--- config.mk ---
export PLATFORM = sky130hd
export DESIGN_NAME = alu_issue_ctrl
export DESIGN_NICKNAME = d
export VERILOG_FILES = /design/src/rtl/alu_pkg.sv /design/src/rtl/alu_op_decode.sv /design/src/rtl/alu_issue_ctrl.sv
export SDC_FILE = /design/constraint.sdc
export NUM_CORES = 1
export LEC_CHECK = 0
export BUFFER_PORTS_ARGS = -buffer_cell sky130_fd_sc_hd__clkbuf_2
export CAP_MARGIN = 30
export CORE_ASPECT_RATIO = 0.5
export CORE_UTILIZATION = 39
export CTS_BUF_LIST = sky130_fd_sc_hd__clkbuf_4 sky130_fd_sc_hd__clkbuf_8
export CTS_CLUSTER_SIZE = 25
export DETAILED_ROUTE_END_ITERATION = 6
export MAX_ROUTING_LAYER = met4
export PLACE_DENSITY = 0.68
export RECOVER_POWER = 50
export SLEW_MARGIN = 25
export SYNTH_ARGS = -nofsm -noshare
export SYNTH_HDL_FRONTEND = slang
export SYNTH_SLANG_ARGS = --single-unit
--- constraint.sdc ---
create_clock -name clk -period 3.8 [get_ports clk]
set_clock_uncertainty 0.2 [all_clocks]
set_input_delay 0.76 -clock clk [delete_from_list [all_inputs] [get_ports clk]]
set_output_delay 0.76 -clock clk [all_outputs]
set_load 0.01 [all_outputs]
--- src/rtl/alu_pkg.sv ---
// Shared constants for the ALU issue controller: ALU opcodes, TSC opcode/func
// values, branch kinds and the controller state encoding.
package alu_pkg;

  localparam logic [3:0] ALU_ADD   = 4'b0000;
  localparam logic [3:0] ALU_SUB   = 4'b0001;
  localparam logic [3:0] ALU_AND   = 4'b0101;
  localparam logic [3:0] ALU_ORR   = 4'b0110;
  localparam logic [3:0] ALU_PASSA = 4'b1000;
  localparam logic [3:0] ALU_NOT   = 4'b1001;
  localparam logic [3:0] ALU_SHR   = 4'b1011;
  localparam logic [3:0] ALU_TCP   = 4'b1100;
  localparam logic [3:0] ALU_SHL   = 4'b1101;
  localparam logic [3:0] ALU_LHI   = 4'b1111;

  localparam logic [3:0] OPC_BNE   = 4'd0;
  localparam logic [3:0] OPC_BEQ   = 4'd1;
  localparam logic [3:0] OPC_BGZ   = 4'd2;
  localparam logic [3:0] OPC_BLZ   = 4'd3;
  localparam logic [3:0] OPC_ADI   = 4'd4;
  localparam logic [3:0] OPC_ORI   = 4'd5;
  localparam logic [3:0] OPC_LHI   = 4'd6;
  localparam logic [3:0] OPC_RTYPE = 4'd15;

  localparam logic [5:0] FN_ADD = 6'd0;
  localparam logic [5:0] FN_SUB = 6'd1;
  localparam logic [5:0] FN_AND = 6'd2;
  localparam logic [5:0] FN_ORR = 6'd3;
  localparam logic [5:0] FN_NOT = 6'd4;
  localparam logic [5:0] FN_TCP = 6'd5;
  localparam logic [5:0] FN_SHL = 6'd6;
  localparam logic [5:0] FN_SHR = 6'd7;

  typedef enum logic [1:0] {BR_NE, BR_EQ, BR_GZ, BR_LZ} br_kind_e;

  typedef enum logic [1:0] {S_IDLE, S_EXEC, S_RESP} state_e;

endpackage

--- src/rtl/alu_op_decode.sv ---
// Combinational mapping from a decoded TSC instruction to ALU operands/opcode
// plus the flags the controller needs to interpret the ALU outputs.
module alu_op_decode
  import alu_pkg::*;
#(
  parameter int WIDTH = 16
) (
  input  logic [3:0]       opcode_i,
  input  logic [5:0]       func_i,
  input  logic [WIDTH-1:0] rs_i,
  input  logic [WIDTH-1:0] rt_i,
  input  logic [7:0]       imm_i,
  output logic [WIDTH-1:0] a_o,
  output logic [WIDTH-1:0] b_o,
  output logic [3:0]       op_o,
  output logic             isBranch_o,
  output br_kind_e         brKind_o,
  output logic             ovfEn_o,
  output logic             illegal_o
);

  always_comb begin
    a_o        = rs_i;
    b_o        = rt_i;
    op_o       = ALU_PASSA;
    isBranch_o = 1'b0;
    brKind_o   = BR_NE;
    ovfEn_o    = 1'b0;
    illegal_o  = 1'b0;
    unique case (opcode_i)
      OPC_BNE, OPC_BEQ, OPC_BGZ, OPC_BLZ: begin
        op_o       = ALU_SUB;
        isBranch_o = 1'b1;
        ovfEn_o    = 1'b1;
        brKind_o   = br_kind_e'(opcode_i[1:0]);
        // Sign tests compare rs against zero.
        if (opcode_i == OPC_BGZ || opcode_i == OPC_BLZ) b_o = '0;
      end
      OPC_ADI: begin
        op_o    = ALU_ADD;
        b_o     = {{(WIDTH-8){imm_i[7]}}, imm_i};
        ovfEn_o = 1'b1;
      end
      OPC_ORI: begin
        op_o = ALU_ORR;
        b_o  = {{(WIDTH-8){1'b0}}, imm_i};
      end
      OPC_LHI: begin
        op_o = ALU_LHI;
        b_o  = {{(WIDTH-8){1'b0}}, imm_i};
      end
      OPC_RTYPE: begin
        unique case (func_i)
          FN_ADD: begin op_o = ALU_ADD; ovfEn_o = 1'b1; end
          FN_SUB: begin op_o = ALU_SUB; ovfEn_o = 1'b1; end
          FN_AND: op_o = ALU_AND;
          FN_ORR: op_o = ALU_ORR;
          FN_NOT: op_o = ALU_NOT;
          FN_TCP: op_o = ALU_TCP;
          FN_SHL: op_o = ALU_SHL;
          FN_SHR: op_o = ALU_SHR;
          default: begin
            a_o       = '0;
            b_o       = '0;
            illegal_o = 1'b1;
          end
        endcase
      end
      default: begin
        a_o       = '0;
        b_o       = '0;
        illegal_o = 1'b1;
      end
    endcase
  end

endmodule

--- src/rtl/alu_issue_ctrl.sv ---
// Issues one decoded instruction to the external combinational ALU, captures
// its outputs after one settle cycle and hands the result back over valid/ready.
module alu_issue_ctrl
  import alu_pkg::*;
#(
  parameter int WIDTH = 16,
  parameter int CNT_W = 16
) (
  input  logic             clk,
  input  logic             reset,
  input  logic             req_valid,
  output logic             req_ready,
  input  logic [3:0]       req_opcode,
  input  logic [5:0]       req_func,
  input  logic [WIDTH-1:0] req_rs,
  input  logic [WIDTH-1:0] req_rt,
  input  logic [7:0]       req_imm,
  output logic [WIDTH-1:0] alu_A,
  output logic [WIDTH-1:0] alu_B,
  output logic [3:0]       alu_OP,
  input  logic [WIDTH-1:0] alu_C,
  input  logic             alu_Cout,
  input  logic             alu_bcond,
  output logic             rsp_valid,
  input  logic             rsp_ready,
  output logic [WIDTH-1:0] rsp_data,
  output logic             rsp_ovf,
  output logic             rsp_taken,
  output logic             rsp_illegal,
  output logic             ovf_sticky,
  input  logic             clr_ovf,
  output logic [CNT_W-1:0] op_count
);

  state_e state_q, state_d;

  logic [WIDTH-1:0] decA, decB;
  logic [3:0]       decOp;
  logic             decIsBranch, decOvfEn, decIllegal;
  br_kind_e         decBrKind;

  logic [WIDTH-1:0] aluA_q, aluB_q, rspData_q;
  logic [3:0]       aluOp_q;
  logic             isBranch_q, ovfEn_q, illegal_q;
  br_kind_e         brKind_q;
  logic             rspOvf_q, rspTaken_q, rspIllegal_q, ovfSticky_q;
  logic [CNT_W-1:0] opCount_q;
  logic             accept, capture, handoff, takenNow, ovfNow;

  alu_op_decode #(.WIDTH(WIDTH)) u_decode (
    .opcode_i   (req_opcode),
    .func_i     (req_func),
    .rs_i       (req_rs),
    .rt_i       (req_rt),
    .imm_i      (req_imm),
    .a_o        (decA),
    .b_o        (decB),
    .op_o       (decOp),
    .isBranch_o (decIsBranch),
    .brKind_o   (decBrKind),
    .ovfEn_o    (decOvfEn),
    .illegal_o  (decIllegal)
  );

  always_ff @(posedge clk) begin
    if (reset) state_q <= S_IDLE;
    else       state_q <= state_d;
  end

  always_comb begin
    state_d = state_q;
    unique case (state_q)
      S_IDLE:  if (req_valid) state_d = S_EXEC;
      S_EXEC:  state_d = S_RESP;
      S_RESP:  if (rsp_ready) state_d = S_IDLE;
      default: state_d = S_IDLE;
    endcase
  end

  always_comb begin
    req_ready = (state_q == S_IDLE);
    rsp_valid = (state_q == S_RESP);
  end

  assign accept  = (state_q == S_IDLE) && req_valid;
  assign capture = (state_q == S_EXEC);
  assign handoff = (state_q == S_RESP) && rsp_ready;
  assign ovfNow  = ovfEn_q & alu_Cout;

  always_comb begin
    takenNow = 1'b0;
    if (isBranch_q) begin
      unique case (brKind_q)
        BR_NE:   takenNow = alu_bcond;
        BR_EQ:   takenNow = ~alu_bcond;
        BR_GZ:   takenNow = alu_bcond & ~alu_C[WIDTH-1];
        BR_LZ:   takenNow = alu_C[WIDTH-1];
        default: takenNow = 1'b0;
      endcase
    end
  end

  // Operand/kind registers load on accept; response registers load on capture.
  always_ff @(posedge clk) begin
    if (reset) begin
      aluA_q       <= '0;
      aluB_q       <= '0;
      aluOp_q      <= ALU_PASSA;
      isBranch_q   <= 1'b0;
      brKind_q     <= BR_NE;
      ovfEn_q      <= 1'b0;
      illegal_q    <= 1'b0;
      rspData_q    <= '0;
      rspOvf_q     <= 1'b0;
      rspTaken_q   <= 1'b0;
      rspIllegal_q <= 1'b0;
      ovfSticky_q  <= 1'b0;
      opCount_q    <= '0;
    end else begin
      if (accept) begin
        aluA_q     <= decA;
        aluB_q     <= decB;
        aluOp_q    <= decOp;
        isBranch_q <= decIsBranch;
        brKind_q   <= decBrKind;
        ovfEn_q    <= decOvfEn;
        illegal_q  <= decIllegal;
      end
      if (capture) begin
        rspData_q    <= illegal_q ? '0 : alu_C;
        rspOvf_q     <= ovfNow;
        rspTaken_q   <= takenNow;
        rspIllegal_q <= illegal_q;
      end
      if (capture && ovfNow) ovfSticky_q <= 1'b1;
      else if (clr_ovf)      ovfSticky_q <= 1'b0;
      if (handoff) opCount_q <= opCount_q + 1'b1;
    end
  end

  assign alu_A       = aluA_q;
  assign alu_B       = aluB_q;
  assign alu_OP      = aluOp_q;
  assign rsp_data    = rspData_q;
  assign rsp_ovf     = rspOvf_q;
  assign rsp_taken   = rspTaken_q;
  assign rsp_illegal = rspIllegal_q;
  assign ovf_sticky  = ovfSticky_q;
  assign op_count    = opCount_q;

endmodule

==> out/metrics.cfg <==
[finish]
multi_input_area_mm2=0.00158
num-nets-final=564
stdcell_count=605
regArea_mm2=0.00158
areaGrowthSynthToFinish_pct=26.0
drive_gt1_share_pct=23.1
antenna_cells=0
fillers=832

[yosys]
syn-num-nets=431
syn-instance-count=357
ys_ff_latch=79
syn_avg_cell_area_um2=9.26
ys_types=49
synthFlopType=dfxtp_1
synth-seq-area-share_pct=47.9
synthArstFlopShare_pct=0
synth_edf_count=0
synth_warnings=0
syn_area_mm2=0.00330

[worst_setup_path]
worstPathRequired_ps=3760
path_class=input port to flip-flop
cp.arrival_ps=2730
path_max_fanout=42
cp-start-kind=input port
cp-end-kind=flip-flop
ff2ff_path_depth=4

[worst_hold_path]
whs_path_depth=2
min_path_type=flip-flop to flip-flop

[global_route]
grt_max_degree=43
busiest_layer=met2
grt_first_pass_wirelength_mm=12.8
use_met3_pct=6.09
gr-usage-met2_pct=29.7
track_usage_pct=19.1
first_global_vias=2713
grt.overflow.total=0
met1_usage_pct=23.7
antenna_found_initial=0

[pwr]
p_sw_w=0.000413
swShare_pct=25.7
ir_drop_uv=155
power_frac_seq_pct=54.2
p_int_w=0.00119
pwr_density_cell_mw_per_mm2=386
leakagePower_nw=1.58
clkPwrFrac_pct=34.4
pwr-share-comb_pct=11.4

[clocking]
insertion_delay_ps=350
cts_setup_buffers=0
cts_tree=yes
clockBufferDepth=2
cts_sinks=79
cts_root_buf=clkbuf_8
clk_pin_slew_ps=70
cts_hold_buf=0
htree_levels=3
cts-buffers-inserted=9
ctsResizeCount=0

[floorplan]
die-area_mm2=0.00887
io_pins=147
core_mm2=0.00812
rows=23
die_h_um=67.1
die_width_um=132
start_util_pct=40.7

[detailed_routing]
wl_per_cell_um=13.3
drcViolationCount=0
firstDrtPassIters=5
initialDrtViolationCount=147
vias=3096
wl_mm=8.03
ant_nets=0
via_per_inst=5.12

[sta]
drv_slew=43
finalSetupViolCount=0
slew_headroom_pct=-29.2
finalCritPeriodShare_pct=72.8
hold_viol=0
grt_setup_unrepaired=no
worstMarginPinSlew_ps=1940
fin_setup_tns_ps=0
fin_crit_ps=2770
fmax_mhz=361

[placement]
gp_congestion=0.738
io_buffers=146
hpwlAfterDp_mm=5.65
dp.cells=591

[status]
outcome=finished, violations left
violations=capacitance limit, slew limit

[job]
max-cap-violations=1

worst max-delay path, cell delays in order:
cell and delay [ps]:
clkbuf_2 370, clkbuf_1 1440, nor2_1 130
sequential cells by signal (all words and copies together), names as in the netlist:
signal / cells
alu_B: 16
rsp_illegal: 1
rsp_ovf: 1
rsp_data: 16
alu_OP: 4
ovfEn_q: 1
rsp_taken: 1
op_count: 16
ovf_sticky: 1
brKind_q: 2
illegal_q: 1
state_q: 2
alu_A: 16
isBranch_q: 1
stage by stage:
stage | util [%] | hold slack, ps | setup slack, ps | area (um2) | total power (W)
final | 51.3 | 265 | 1030 | 4160 | 0.00161
after floorplan | - | 245 | 1510 | 3300 | 0.00100
after CTS | 52.4 | 264 | 1530 | 4250 | 0.00163
after detailed placement | 50.3 | 252 | 1140 | 4080 | 0.00108
after global placement | 50.2 | 241 | 1200 | 4080 | 0.00108
after global routing | 51.3 | 287 | 841 | 4160 | 0.00168
worst paths after layout:
check	startpoint	endpoint	slack, ps
min reg2reg	rsp_illegal	rsp_illegal	260
min	rsp_illegal	rsp_illegal	260
max reg2reg	state_q[1]	rsp_data[14]	1620
max	reset	rsp_data[14]	1030
routing by layer:
| metal | routed length (um) | vias to the layer above | part of all wire, % |
|---|---|---|---|
| li1 | - | 1583 | - |
| met1 | 3890 | 1416 | 48 |
| met2 | 3570 | 91 | 44 |
| met3 | 500 | 6 | 6.2 |
| met4 | 72 | 0 | 0.90 |
| met5 | 0 | - | 0 |
layout make-up:
cell class	count	area share, %
Tap cell	112	3.37
Clock inverter	3	0.481
Timing Repair Buffer	150	16.5
Clock buffer	11	3.64
Inverter	2	0.180
Sequential cell	79	38.0
Multi-Input combinational cell	248	37.8
synth_stat cells, types with 2 or more instances:
| master | count | area [um2] |
|---|---|---|
| buf_6 | 2 | 22.5 |
| nand4_1 | 4 | 25.0 |
| nor4_1 | 2 | 12.5 |
| buf_2 | 4 | 20.0 |
| nor3_1 | 5 | 25.0 |
| clkbuf_1 | 20 | 75.1 |
| xor2_1 | 7 | 61.3 |
| xnor2_1 | 5 | 43.8 |
| a221oi_1 | 8 | 70.1 |
| a222oi_1 | 8 | 80.1 |
| a211oi_1 | 18 | 135 |
| inv_1 | 2 | 7.51 |
| a21oi_1 | 37 | 185 |
| nand2_1 | 33 | 124 |
| nand3_1 | 7 | 35.0 |
| o21ai_0 | 4 | 20.0 |
| nor2_1 | 34 | 128 |
| nand2b_1 | 7 | 43.8 |
| a31oi_1 | 2 | 12.5 |
| a22o_1 | 16 | 140 |
| or4_1 | 5 | 37.5 |
| nor3b_1 | 16 | 120 |
| nor2b_1 | 2 | 12.5 |
| dfxtp_1 | 79 | 1580 |
| o31ai_1 | 6 | 45.0 |
logic make-up (layout without fill, tap and decap cells):
group	after synthesis	after routing	synth area share [%]
buffers and inverters	30	166	4.17
muxes	1	1	0.303
and+or+nand+nor	128	128	21.0
DFF	79	79	47.9
adders and majority gates	1	1	0.379
xor gates and xnor gates	12	12	3.18
AOI/OAI and AO/OA	106	106	23.1
power by group through the flow:
stage	clock network, W	registers, W	logic [W]
after detailed placement	0	0.000891	0.000190
final	0.000553	0.000871	0.000182
after global routing	0.000601	0.000875	0.000205
after global placement	0	0.000890	0.000188
after floorplan	0	0.000894	0.000107
after CTS	0.000573	0.000872	0.000191
layout by cell type, fill, tap and decap left out, types with 8 or more instances in the layout:
master / instances
nor3b_1: 16
dfxtp_1: 79
a221oi_1: 8
clkbuf_2: 90
clkbuf_8: 11
clkbuf_1: 57
a21oi_1: 37
nor2_1: 33
a211oi_1: 18
a222oi_1: 8
a22o_1: 16
nand2_1: 33
(Power assumes the default switching activity.)
